File: src/rtl/mem_stage_pkg.sv
// mem_stage_pkg: shared opcodes, constants and state codes for the MEM stage.
// Opcode helpers classify memory operations for the stage and its load extender.
package mem_stage_pkg;
    localparam int ALUOP_W = 8;
    localparam logic [ALUOP_W-1:0] ALU_NOP  = 8'h00;
    localparam logic [ALUOP_W-1:0] ALU_ADDU = 8'h01;
    localparam logic [ALUOP_W-1:0] ALU_LB   = 8'h10;
    localparam logic [ALUOP_W-1:0] ALU_LBU  = 8'h11;
    localparam logic [ALUOP_W-1:0] ALU_LH   = 8'h12;
    localparam logic [ALUOP_W-1:0] ALU_LHU  = 8'h13;
    localparam logic [ALUOP_W-1:0] ALU_LW   = 8'h14;
    localparam logic [ALUOP_W-1:0] ALU_SB   = 8'h18;
    localparam logic [ALUOP_W-1:0] ALU_SH   = 8'h19;
    localparam logic [ALUOP_W-1:0] ALU_SW   = 8'h1a;
    localparam logic [31:0] ZERO_WORD = 32'h0;
    localparam logic [4:0]  ZERO_REG  = 5'h0;
    localparam logic        TRUE      = 1'b1;
    localparam logic        FALSE     = 1'b0;
    typedef enum logic {IDLE, WAIT} state_e;
    function automatic logic is_load(input logic [ALUOP_W-1:0] op);
        return op == ALU_LB || op == ALU_LBU || op == ALU_LH || op == ALU_LHU || op == ALU_LW;
    endfunction
    function automatic logic is_store(input logic [ALUOP_W-1:0] op);
        return op == ALU_SB || op == ALU_SH || op == ALU_SW;
    endfunction
endpackage

File: src/rtl/mem_load_ext.sv
// mem_load_ext: selects the byte/half lane of the read word and sign/zero extends it.
module mem_load_ext
    import mem_stage_pkg::*;
(
    input  logic [ALUOP_W-1:0] aluop_i,
    input  logic [1:0]         addr_lo_i,
    input  logic [31:0]        rdata_i,
    output logic [31:0]        data_o
);
    logic [7:0]  b;
    logic [15:0] h;
    always_comb begin
        b      = rdata_i[{addr_lo_i, 3'b000} +: 8];
        h      = addr_lo_i[1] ? rdata_i[31:16] : rdata_i[15:0];
        data_o = aluop_i == ALU_LB  ? {{24{b[7]}}, b} :
                 aluop_i == ALU_LBU ? {24'h0, b} :
                 aluop_i == ALU_LH  ? {{16{h[15]}}, h} :
                 aluop_i == ALU_LHU ? {16'h0, h} : rdata_i;
    end
endmodule

File: src/rtl/mem_stage.sv
// mem_stage: MEM pipeline stage with req/ack data bus and MEM/WB register.
// Define MEM_ALIGN_CHK_EN to trap misaligned half/word accesses via exc_addr_o/badvaddr_o.
module mem_stage
    import mem_stage_pkg::*;
#(
    parameter int ADDR_W = 32,
    parameter int DATA_W = 32
) (
    input  logic               clk_i,
    input  logic               rst_ni,
    input  logic [31:0]        mem_pc_i,
    input  logic [ALUOP_W-1:0] mem_aluop_i,
    input  logic [31:0]        mem_alures_i,
    input  logic [DATA_W-1:0]  mem_wdata_i,
    input  logic [4:0]         mem_wraddr_i,
    input  logic               mem_wreg_i,
    output logic               dbus_en_o,
    output logic [3:0]         dbus_wen_o,
    output logic [ADDR_W-1:0]  dbus_addr_o,
    output logic [DATA_W-1:0]  dbus_wdata_o,
    input  logic [DATA_W-1:0]  dbus_rdata_i,
    input  logic               dbus_ack_i,
    output logic               stallreq_o,
`ifdef MEM_ALIGN_CHK_EN
    output logic               exc_addr_o,
    output logic [31:0]        badvaddr_o,
`endif
    output logic [31:0]        wb_pc_o,
    output logic [31:0]        wb_wdata_o,
    output logic [4:0]         wb_wraddr_o,
    output logic               wb_wreg_o
);
    state_e      state_q, state_d;
    logic        load, store, misalign, go;
    logic [1:0]  a;
    logic [31:0] load_data;
    logic [31:0] wb_pc_q, wb_pc_d, wb_wdata_q, wb_wdata_d;
    logic [4:0]  wb_wraddr_q, wb_wraddr_d;
    logic        wb_wreg_q, wb_wreg_d;

    assign a     = mem_alures_i[1:0];
    assign load  = is_load(mem_aluop_i);
    assign store = is_store(mem_aluop_i);
`ifdef MEM_ALIGN_CHK_EN
    assign misalign = ((mem_aluop_i == ALU_LH || mem_aluop_i == ALU_LHU || mem_aluop_i == ALU_SH) && a[0]) ||
                      ((mem_aluop_i == ALU_LW || mem_aluop_i == ALU_SW) && a != 2'b00);
`else
    assign misalign = FALSE;
`endif
    assign go = (load | store) & ~misalign;

    mem_load_ext u_load_ext (
        .aluop_i   (mem_aluop_i),
        .addr_lo_i (a),
        .rdata_i   (dbus_rdata_i),
        .data_o    (load_data)
    );

    // Bus request and stall are gated by reset so an abandoned access drops at once.
    always_comb begin
        dbus_en_o    = rst_ni & (go | state_q == WAIT);
        stallreq_o   = rst_ni & go & ~dbus_ack_i;
        state_d      = (go & ~dbus_ack_i) ? WAIT : IDLE;
        dbus_addr_o  = {mem_alures_i[ADDR_W-1:2], 2'b00};
        dbus_wen_o   = mem_aluop_i == ALU_SB ? 4'b0001 << a :
                       mem_aluop_i == ALU_SH ? 4'b0011 << {a[1], 1'b0} :
                       mem_aluop_i == ALU_SW ? 4'b1111 : 4'b0000;
        dbus_wdata_o = mem_aluop_i == ALU_SB ? {4{mem_wdata_i[7:0]}} :
                       mem_aluop_i == ALU_SH ? {2{mem_wdata_i[15:0]}} : mem_wdata_i;
    end

    // A stalled edge inserts a bubble; the completing edge loads the real result.
    always_comb begin
        wb_pc_d     = stallreq_o ? wb_pc_q : mem_pc_i;
        wb_wraddr_d = stallreq_o ? wb_wraddr_q : mem_wraddr_i;
        wb_wdata_d  = stallreq_o ? wb_wdata_q : load ? load_data : mem_alures_i;
        wb_wreg_d   = ~stallreq_o & mem_wreg_i & ~store & ~misalign;
    end

    always_ff @(posedge clk_i or negedge rst_ni) begin
        if (!rst_ni) begin
            state_q     <= IDLE;
            wb_pc_q     <= ZERO_WORD;
            wb_wdata_q  <= ZERO_WORD;
            wb_wraddr_q <= ZERO_REG;
            wb_wreg_q   <= FALSE;
        end else begin
            state_q     <= state_d;
            wb_pc_q     <= wb_pc_d;
            wb_wdata_q  <= wb_wdata_d;
            wb_wraddr_q <= wb_wraddr_d;
            wb_wreg_q   <= wb_wreg_d;
        end
    end

`ifdef MEM_ALIGN_CHK_EN
    logic        exc_q;
    logic [31:0] badvaddr_q;
    always_ff @(posedge clk_i or negedge rst_ni) begin
        if (!rst_ni) begin
            exc_q      <= FALSE;
            badvaddr_q <= ZERO_WORD;
        end else begin
            exc_q      <= misalign;
            badvaddr_q <= misalign ? mem_alures_i : badvaddr_q;
        end
    end
    assign exc_addr_o = exc_q;
    assign badvaddr_o = badvaddr_q;
`endif

    assign wb_pc_o     = wb_pc_q;
    assign wb_wdata_o  = wb_wdata_q;
    assign wb_wraddr_o = wb_wraddr_q;
    assign wb_wreg_o   = wb_wreg_q;
endmodule

File: config.mk
export PLATFORM = sky130hd
export DESIGN_NAME = mem_stage
export DESIGN_NICKNAME = d
export VERILOG_FILES = /design/src/rtl/mem_stage_pkg.sv /design/src/rtl/mem_load_ext.sv /design/src/rtl/mem_stage.sv
export SDC_FILE = /design/constraint.sdc
export NUM_CORES = 1
export LEC_CHECK = 0
export BUFFER_PORTS_ARGS = -buffer_cell sky130_fd_sc_hd__buf_4
export CAP_MARGIN = 20
export CORE_AREA = 2 2 110 112
export CTS_BUF_LIST = sky130_fd_sc_hd__clkbuf_4
export CTS_CLUSTER_SIZE = 25
export DETAILED_ROUTE_END_ITERATION = 10
export DIE_AREA = 0 0 112 114
export PLACE_DENSITY = 0.79
export SLEW_MARGIN = 20
export SYNTH_ARGS = -nofsm -noshare
export SYNTH_HDL_FRONTEND = slang
export SYNTH_HIERARCHICAL = 1
export SYNTH_SLANG_ARGS = --single-unit
File: constraint.sdc
create_clock -name clk_i -period 2.9 [get_ports clk_i]
set_input_delay 0.58 -clock clk_i [delete_from_list [all_inputs] [get_ports clk_i]]
set_output_delay 0.58 -clock clk_i [all_outputs]
set_load 0.05 [all_outputs]
==> results of run 1 <==
[cells in the final DEF (no fill, tap or decap), drive strengths merged, types with 4 or more instances in the layout]
cell,count
a21oi,11
a221o,7
a221oi,7
buf,300
clkbuf,9
dfrtp,71
inv,20
mux2,55
mux2i,41
mux4,8
nand2,39
nor2,13
nor2b,4
nor3,9
o21a,5
o21ai,32
o2bb2ai,16
o32ai,14
[state kept, by name, summed over array words and instances (netlist names)]
signal       cells
wb_pc_o         32
wb_wdata_o      32
wb_wraddr_o      5
state_q          1
wb_wreg_o        1
[area by class of cell]
type	count	area [sq um]	share of cell area, %
timing repair buffer	300	2310	33.7
tap	147	184	2.68
inverter	17	63.8	0.929
antenna	2	5.00	0.0729
clock inverter	7	55.1	0.802
sequential	71	1780	25.9
multi-input combinational	285	2400	35.0
clock buffer	9	67.6	0.984
[cell families after synthesis]
family          count (synthesis)  share of synthesized area, %
simple gates                   79                          8.36
other cells                     1                        0.0786
buf+inv                        97                          12.8
mux                           104                          26.0
compound gates                100                          15.5
flops                          71                          37.2
[how the worst min path moves through the flow]
stage / from / endpoint / depth (start not counted)
floorplan: rst_ni / state_q / 0
global placement: wb_wdata_o[31] / wb_wdata_o[31] / 2
detailed placement: wb_wdata_o[22] / wb_wdata_o[22] / 2
CTS: dbus_ack_i / state_q / 2
global route: dbus_ack_i / state_q / 2
finish: dbus_ack_i / state_q / 2
[repair_timing]
action / in CTS / in global routing
setup endpoints to repair: 9 / 17
hold endpoints to repair: 0 / 0
buffers inserted: 0 / 0
pin swaps: 1 / 1
resized for setup: 14 / 0
[power groups by stage]
stage                     clock network [mW]  registers, mW  logic (mW)
after floorplan                            0           1.29       0.421
after global placement                     0           1.09       0.989
after detailed placement                   0           1.10        1.00
after CTS                              0.596           1.08        1.01
after global routing                   0.637           1.08        1.06
final                                  0.580           1.08        1.01
[per-stage QoR]
| stage | util (%) | cell area (sq um) | std cells | worst slack, ns |
|---|---|---|---|---|
| floorplan | - | 4780 | 453 | -0.300 |
| global placement | 57.1 | 6690 | 820 | 0.00402 |
| detailed placement | 57.1 | 6690 | 820 | -0.0330 |
| CTS | 58.6 | 6860 | 836 | 0.00125 |
| global route | 58.6 | 6870 | 838 | 0.0145 |
| finish | 58.6 | 6870 | 838 | 0.0746 |
[per-layer routing]
metal  wire [um]  GRT usage (%)  vias to the layer above
met5           0              0                        -
met4         296           8.54                        0
met3        1440           6.00                       19
met2        8800           45.6                      261
met1        5790           27.8                     2150
li1            -              -                     2071
==> impl_metrics.py, run 1 <==
metrics = {
    "power": {
        "p_clk_share_pct": 21.8,
        "p_seq_share_pct": 40.3,
        "p_comb_share_pct": 37.9,
        "p_sw_mw": 1.05,
        "leakage_nw": 3.14,
        "swShare_pct": 39.5,
        "totalPowerFinal_mw": 2.66,
        "cell_internal_pwr_mw": 1.61,
        "p_per_area_nw_per_um2": 388,
        "vdd_drop_max_v": 0.000259,
    },
    "status": {
        "status": "completed",
    },
    "critical_path": {
        "slowest_stage": "or4b_4",
        "start_kind": "input port",
        "worstPathRequired_ns": 2.32,
        "arrival_ns": 2.25,
        "worstReg2RegStart": "wb_pc_o[17]",
        "crit_fanout": 24,
        "cpPeakStageDelay_ns": 0.56,
        "crit_path_end": "dbus_wdata_o[20]",
        "path_buf_inv": 3,
        "r2r_cells": 1,
        "crit_chain": "buf_4 > or4b_4 > nor4_4 > buf_12 > mux2_2 > buf_4",
        "r2r_end": "wb_pc_o[17]",
        "worst-path-stages": 6,
        "reg2reg_slack_ns": 2.11,
        "endpoint_kind": "primary output",
        "path_class": "in2out",
        "cp-startpoint": "mem_aluop_i[5]",
        "path_common_cell": "buf_4",
        "crit_family": "simple AND/OR/NAND/NOR gates",
    },
    "sta": {
        "period_needed_ns": 2.83,
        "setup_viol": 0,
        "hold_ws_ns": 0.328,
        "clock_skew_ns": 0,
        "finalMaxSlewViolations": 0,
        "hold_viol": 0,
        "period_share_pct": 97.4,
        "relSlewSlack_pct": 38.9,
        "rsz0062_at_grt": "false",
        "fmax_mhz": 354,
        "tns_ns": 0,
        "worst_slew_pin_slew_ns": 0.916,
    },
    "yosys": {
        "ys_types": 44,
        "synth_edf_count": 0,
        "synthArstFlopShare_pct": 100,
        "synth_most_common_cell": "dfrtp_1",
        "ys_ff_latch": 71,
        "yosys.area.top_type_share_pct": 37.2,
        "synthTopCellsByArea": "dfrtp_1, mux2_2, mux2i_1, buf_4, mux4_2",
        "synth_top_cell_by_area": "dfrtp_1",
        "yosys-top-cells-count": "dfrtp_1, mux2_2, buf_4, mux2i_1, nand2_1",
        "syn-instance-count": 452,
        "synth-main-ff-cell": "dfrtp_1",
        "avgSynthCellArea_sq_um": 10.6,
        "synth_area_sq_um": 4770,
        "yosysSeqAreaShare_pct": 37.2,
        "ys.warnings.count": 6,
    },
    "clock_network": {
        "cts_tree": "built",
        "ctsHoldBuffers": 0,
        "cts_root_buffer": "clkbuf_4",
        "cts_buffers": 9,
        "htreeDepth": 3,
        "clockBufferDepth": 2,
        "path_clk_slew_ns": 0.12,
        "clk_latency_ns": 0.44,
        "cts.sinks": 71,
    },
    "floorplanning": {
        "die_w_um": 112,
        "die_h_um": 114,
        "rows": 40,
        "ios": 285,
        "coreArea_sq_um": 11700,
        "initial_core_util_pct": 40.7,
        "dieArea_sq_um": 12800,
    },
    "grt": {
        "grt-ovfl-total": 0,
        "grt_pass1_wl_mm": 24.2,
        "grt_start_max_net_pins": 72,
        "grtUsageTotal_pct": 24.6,
        "antenna_found_initial": 2,
        "grt_pass1_vias": 4512,
    },
    "placement": {
        "gp_congestion": 0.853,
        "hpwl_mm": 12.9,
        "port_buffers": 282,
    },
    "routing": {
        "viasPerCell": 5.37,
        "drc": 0,
        "drt_iter0_markers": 218,
        "first_pass_iters": 4,
        "ant_nets": 0,
        "drt-total-wl_mm": 16.3,
        "vias": 4501,
        "wl_per_cell_um": 19.5,
    },
    "hold_path": {
        "hold_path_class": "in2reg",
    },
    "finish": {
        "fillers": 963,
        "drive_gt1_share_pct": 56.6,
        "nets": 829,
        "area_growth_pct": 43.9,
    },
    "flow_run": {
        "max-cap-violations": 0,
    },
}
Power figures use the tool's default switching activity.
==> run 2: changes to the inputs <==
BUFFER_PORTS_ARGS = not set   (was -buffer_cell sky130_fd_sc_hd__buf_4)
DONT_BUFFER_PORTS = 1   (was not set)
PLACE_DENSITY = 0.58   (was 0.79)
==> run 2 against run 1 <==
Fmax increased by 2.9%. Core utilization decreased by 17 points. Largest power group unchanged. Highest routed layer unchanged. Clock-buffer cell count increased by 1. Global-route usage decreased by 4.4 points. Clock skew unchanged. Setup slack improved by 0.080 ns. Critical endpoint is now dbus_wen_o[2]. Die area unchanged. Register-to-register slack got worse by 0.27 ns.
==> impl_metrics.py, run 2 (same netlist as run 1, synthesis figures left out) <==
metrics = {
    "status": {
        "status": "completed",
    },
    "floorplanning": {
        "ios": 285,
        "coreArea_sq_um": 11700,
        "die_w_um": 112,
        "initial_core_util_pct": 40.7,
        "rows": 40,
        "die_h_um": 114,
        "dieArea_sq_um": 12800,
    },
    "sta": {
        "hold_viol": 0,
        "period_needed_ns": 2.75,
        "worst_slew_pin_slew_ns": 0.781,
        "fmax_mhz": 364,
        "finalMaxSlewViolations": 0,
        "period_share_pct": 94.7,
        "clock_skew_ns": 0,
        "relSlewSlack_pct": 47.9,
        "setup_viol": 0,
        "rsz0062_at_grt": "false",
        "layout_setup_ws_ns": 0.154,
        "tns_ns": 0,
    },
    "grt": {
        "grt-ovfl-total": 0,
        "grt_pass1_vias": 3383,
        "grt_start_max_net_pins": 72,
        "grtUsageTotal_pct": 20.3,
        "globalRouteMet2Util_pct": 36.9,
        "antenna_found_initial": 0,
        "grt.busiest_layer": "met2",
        "grtUsageMet1_pct": 23.0,
        "grt.met3_usage_pct": 6.96,
        "grt_pass1_wl_mm": 19.6,
    },
    "placement": {
        "port_buffers": 0,
        "hpwl_mm": 10.4,
        "dp.cells": 546,
        "gp_congestion": 0.885,
        "post-place-ws_ns": 0.160,
    },
    "routing": {
        "ant_nets": 0,
        "drt-total-wl_mm": 13.4,
        "viasPerCell": 6.02,
        "drc": 0,
        "wl_per_cell_um": 23.7,
        "vias": 3393,
        "first_pass_iters": 4,
        "drt_iter0_markers": 260,
    },
    "clock_network": {
        "cts_buffers": 9,
        "post_cts_resized": 0,
        "clk_latency_ns": 0.41,
        "htreeDepth": 3,
        "path_clk_slew_ns": 0.16,
        "clockBufferDepth": 2,
        "cts.sinks": 71,
        "cts_tree": "built",
        "cts_root_buffer": "clkbuf_4",
    },
    "critical_path": {
        "worstPathRequired_ns": 2.32,
        "arrival_ns": 2.17,
        "cpPeakStageDelay_ns": 0.58,
        "endpoint_kind": "primary output",
        "slowest_stage": "or4b_1",
        "start_kind": "input port",
        "crit_chain": "or4b_1 > buf_4 > a2111oi_2 > buf_4 > nor2b_2 > buf_12",
        "crit_fanout": 5,
        "path_class": "in2out",
        "path_common_cell": "buf_4",
    },
    "finish": {
        "instances_no_fill": 564,
        "mostFrequentLayoutCell": "dfrtp_1",
        "drive_gt1_share_pct": 27.8,
        "nets": 557,
        "utilization_pct": 42.0,
        "antennaDiodeCount": 0,
        "layout_common_cells": "dfrtp_1, mux2_2, mux2i_1",
        "area_growth_pct": 3.17,
    },
    "power": {
        "leakage_nw": 1.87,
        "p_per_area_nw_per_um2": 482,
        "vdd_drop_max_v": 0.000446,
    },
    "flow_run": {
        "max-cap-violations": 0,
    },
    "hold_path": {
        "hold_path_class": "in2reg",
    },
}
[run 2: changes by cell type in the layout (fill, tap and decap cells not counted), moves of 2 or more]
| cell | change |
|---|---|
| buf_6 | -13 |
| diode_2 | -2 |
| inv_6 | -2 |
| buf_4 | -268 |
| buf_12 | +7 |
| bufinv_16 | +2 |
[run 2: layer usage]
| metal | vias up | wire (um) |
|---|---|---|
| li1 | 1521 | - |
| met1 | 1632 | 4650 |
| met2 | 229 | 7210 |
| met3 | 11 | 1400 |
| met4 | 0 | 116 |
| met5 | - | 0 |
[run 2: area by class of cell]
type | count | area (sq um)
fill | 1176 | 6790
sequential | 71 | 1780
clock inverter | 6 | 93.8
tap | 147 | 184
timing repair buffer | 28 | 333
multi-input combinational | 285 | 2400
clock buffer | 10 | 75.1
inverter | 17 | 63.8
[run 2: path summary, 6_finish.rpt]
check	start	endpoint	slack, ns	cells after the start
min in group asynchronous	rst_ni	wb_wdata_o[11]	0.68	2
worst max register to register	wb_pc_o[0]	wb_pc_o[0]	1.84	1
max in group asynchronous	rst_ni	wb_wdata_o[4]	1.86	2
worst max-delay path	mem_aluop_i[5]	dbus_wen_o[2]	0.15	6
worst min register to register	wb_wdata_o[16]	wb_wdata_o[16]	0.78	2
worst min-delay path	dbus_ack_i	state_q	0.19	1
[run 2: stage by stage]
step	hold slack (ns)	cell area (sq um)	power, mW
detailed placement	0.286	4720	1.61
CTS	0.154	4920	2.41
global placement	0.286	4720	1.60
finish	0.192	4920	2.37
floorplan	0.284	4780	1.71
global route	0.153	4920	2.49
[run 2: report_power, final]
part | switching [mW] | internal [mW] | total (mW)
logic | 0.185 | 0.144 | 0.329
clock network | 0.396 | 0.366 | 0.762
registers | 0.241 | 1.04 | 1.28
[run 2: repair_timing]
action | 4_1_cts | 5_1_grt
endpoints found under the hold margin | 71 | 0
hold buffers | 2 | 0
endpoints found under the setup margin | 0 | 0
setup buffers | 0 | 0
[run 2: critical path: cells and delay by family]
family	cells	cell delay [ns]
AOI/OAI and AO/OA	1	0.26
buffers and inverters	3	0.55
and+or+nand+nor	2	0.77
==> run 3: changes to the inputs <==
PLACE_DENSITY = not set   (was 0.58)
==> run 3 against run 2 <==
Sequential cell count unchanged. Design area down 0.64%. Die area unchanged. Non-clock buffer count unchanged. First-iteration DRC count up 35%. Sequential share of layout area up 0.23 points. Cell count unchanged. Worst hold slack better by 0.033 ns. Register-to-register slack about the same.
==> impl_metrics.py, run 3 (same netlist as run 1, synthesis figures left out) <==
metrics = {
    "status": {
        "status": "completed",
    },
    "routing": {
        "wl_per_cell_um": 23.0,
        "viasPerCell": 6.02,
        "drc": 0,
        "ant_nets": 0,
        "first_pass_iters": 5,
        "drt-total-wl_mm": 13.0,
        "vias": 3393,
        "drt_iter0_markers": 351,
    },
    "clock_network": {
        "cts.sinks": 71,
        "cts_root_buffer": "clkbuf_4",
        "post_cts_buffers": 0,
        "cts_tree": "built",
        "post_cts_resized": 0,
        "path_clk_slew_ns": 0.13,
        "clk_latency_ns": 0.42,
        "cts_buffers": 9,
        "clockBufferDepth": 2,
        "htreeDepth": 3,
        "ctsHoldBuffers": 1,
    },
    "critical_path": {
        "start_kind": "input port",
        "worstPathRequired_ns": 2.32,
        "path_class": "in2out",
        "endpoint_kind": "primary output",
        "crit_fanout": 8,
        "arrival_ns": 2.16,
    },
    "finish": {
        "layout_common_cells": "dfrtp_1, mux2_2, mux2i_1",
        "mostFrequentLayoutCell": "dfrtp_1",
        "antennaDiodeCount": 0,
        "area_growth_pct": 2.52,
        "nets": 557,
        "drive_gt1_share_pct": 27.6,
    },
    "sta": {
        "rsz0062_at_grt": "false",
        "fmax_mhz": 366,
        "tns_ns": 0,
        "finalMaxSlewViolations": 0,
        "relSlewSlack_pct": 61.8,
        "period_needed_ns": 2.74,
        "hold_viol": 0,
        "setup_viol": 0,
        "worst_slew_pin_slew_ns": 0.573,
        "period_share_pct": 94.3,
        "clock_skew_ns": 0,
    },
    "floorplanning": {
        "die_h_um": 114,
        "ios": 285,
        "rows": 40,
        "die_w_um": 112,
        "coreArea_sq_um": 11700,
        "dieArea_sq_um": 12800,
        "initial_core_util_pct": 40.7,
    },
    "power": {
        "leakage_nw": 1.85,
        "vdd_drop_max_v": 0.000238,
        "totalPowerFinal_mw": 2.20,
        "p_per_area_nw_per_um2": 450,
    },
    "grt": {
        "grt_pass1_vias": 3305,
        "antenna_found_initial": 0,
        "grtUsageTotal_pct": 19.5,
        "grt-ovfl-total": 0,
        "grt_pass1_wl_mm": 19.0,
        "grt_start_max_net_pins": 73,
    },
    "placement": {
        "port_buffers": 0,
        "gp_congestion": 0.833,
        "hpwl_mm": 9.78,
    },
    "flow_run": {
        "max-cap-violations": 0,
    },
    "hold_path": {
        "hold_path_class": "in2reg",
    },
}
==> run 3: changes by cell type in the layout (fill, tap and decap cells not counted), sizes merged <==
| cell | previous run | this run |
|---|---|---|
| clkbuf | 10 | 9 |
| clkinv | 2 | 4 |
| bufinv | 2 | 0 |
| inv | 18 | 19 |
==> run 3: metrics by stage <==
| step | instances | hold WS, ns | setup slack (ns) | instance area, sq um | util, % |
|---|---|---|---|---|---|
| after floorplan | 453 | 0.284 | -0.300 | 4780 | - |
| after global placement | 546 | 0.286 | 0.164 | 4730 | 40.4 |
| after detailed placement | 546 | 0.286 | 0.154 | 4730 | 40.4 |
| after CTS | 563 | 0.00118 | 0.149 | 4880 | 41.7 |
| after global routing | 564 | 0.190 | 0.0952 | 4890 | 41.8 |
| final | 564 | 0.225 | 0.165 | 4890 | 41.8 |
==> run 3: metal layers <==
metal	vias to the layer above	wire length, um	global-route usage [%]
li1	1521	-	-
met1	1631	4840	23.0
met2	229	6780	34.5
met3	12	1210	6.00
met4	0	135	5.20
met5	-	0	0
==> run 3: cell type report <==
class | instances | area (sq um)
multi-input cells | 285 | 2400
clock buffers | 9 | 67.6
clock inverters | 7 | 57.6
inverters | 17 | 63.8
well taps | 147 | 184
flip-flops and latches | 71 | 1780
fillers | 1151 | 6820
repair buffers | 28 | 345
==> run 3: report_power, final <==
part	internal, mW	switching, mW
logic	0.144	0.184
registers	1.04	0.241
clock network	0.186	0.402
==> run 3: worst paths after layout <==
kind                       slack [ns]               end  depth (start not counted)           start
max in group asynchronous        1.87       wb_pc_o[20]                          2          rst_ni
hold / removal                   0.22           state_q                          1      dbus_ack_i
setup reg to reg                 1.84       wb_pc_o[27]                          1     wb_pc_o[27]
min in group asynchronous        0.74     wb_wdata_o[2]                          2          rst_ni
setup / recovery                 0.16  dbus_wdata_o[12]                          5  mem_aluop_i[5]
hold reg to reg                  0.78    wb_wdata_o[17]                          2  wb_wdata_o[17]
==> run 3: critical path, cell delays in order <==
cell and delay, ns:
or4b_1 0.61, nor4_4 0.28, nand2b_1 0.09, buf_4 0.20, mux2_4 0.40
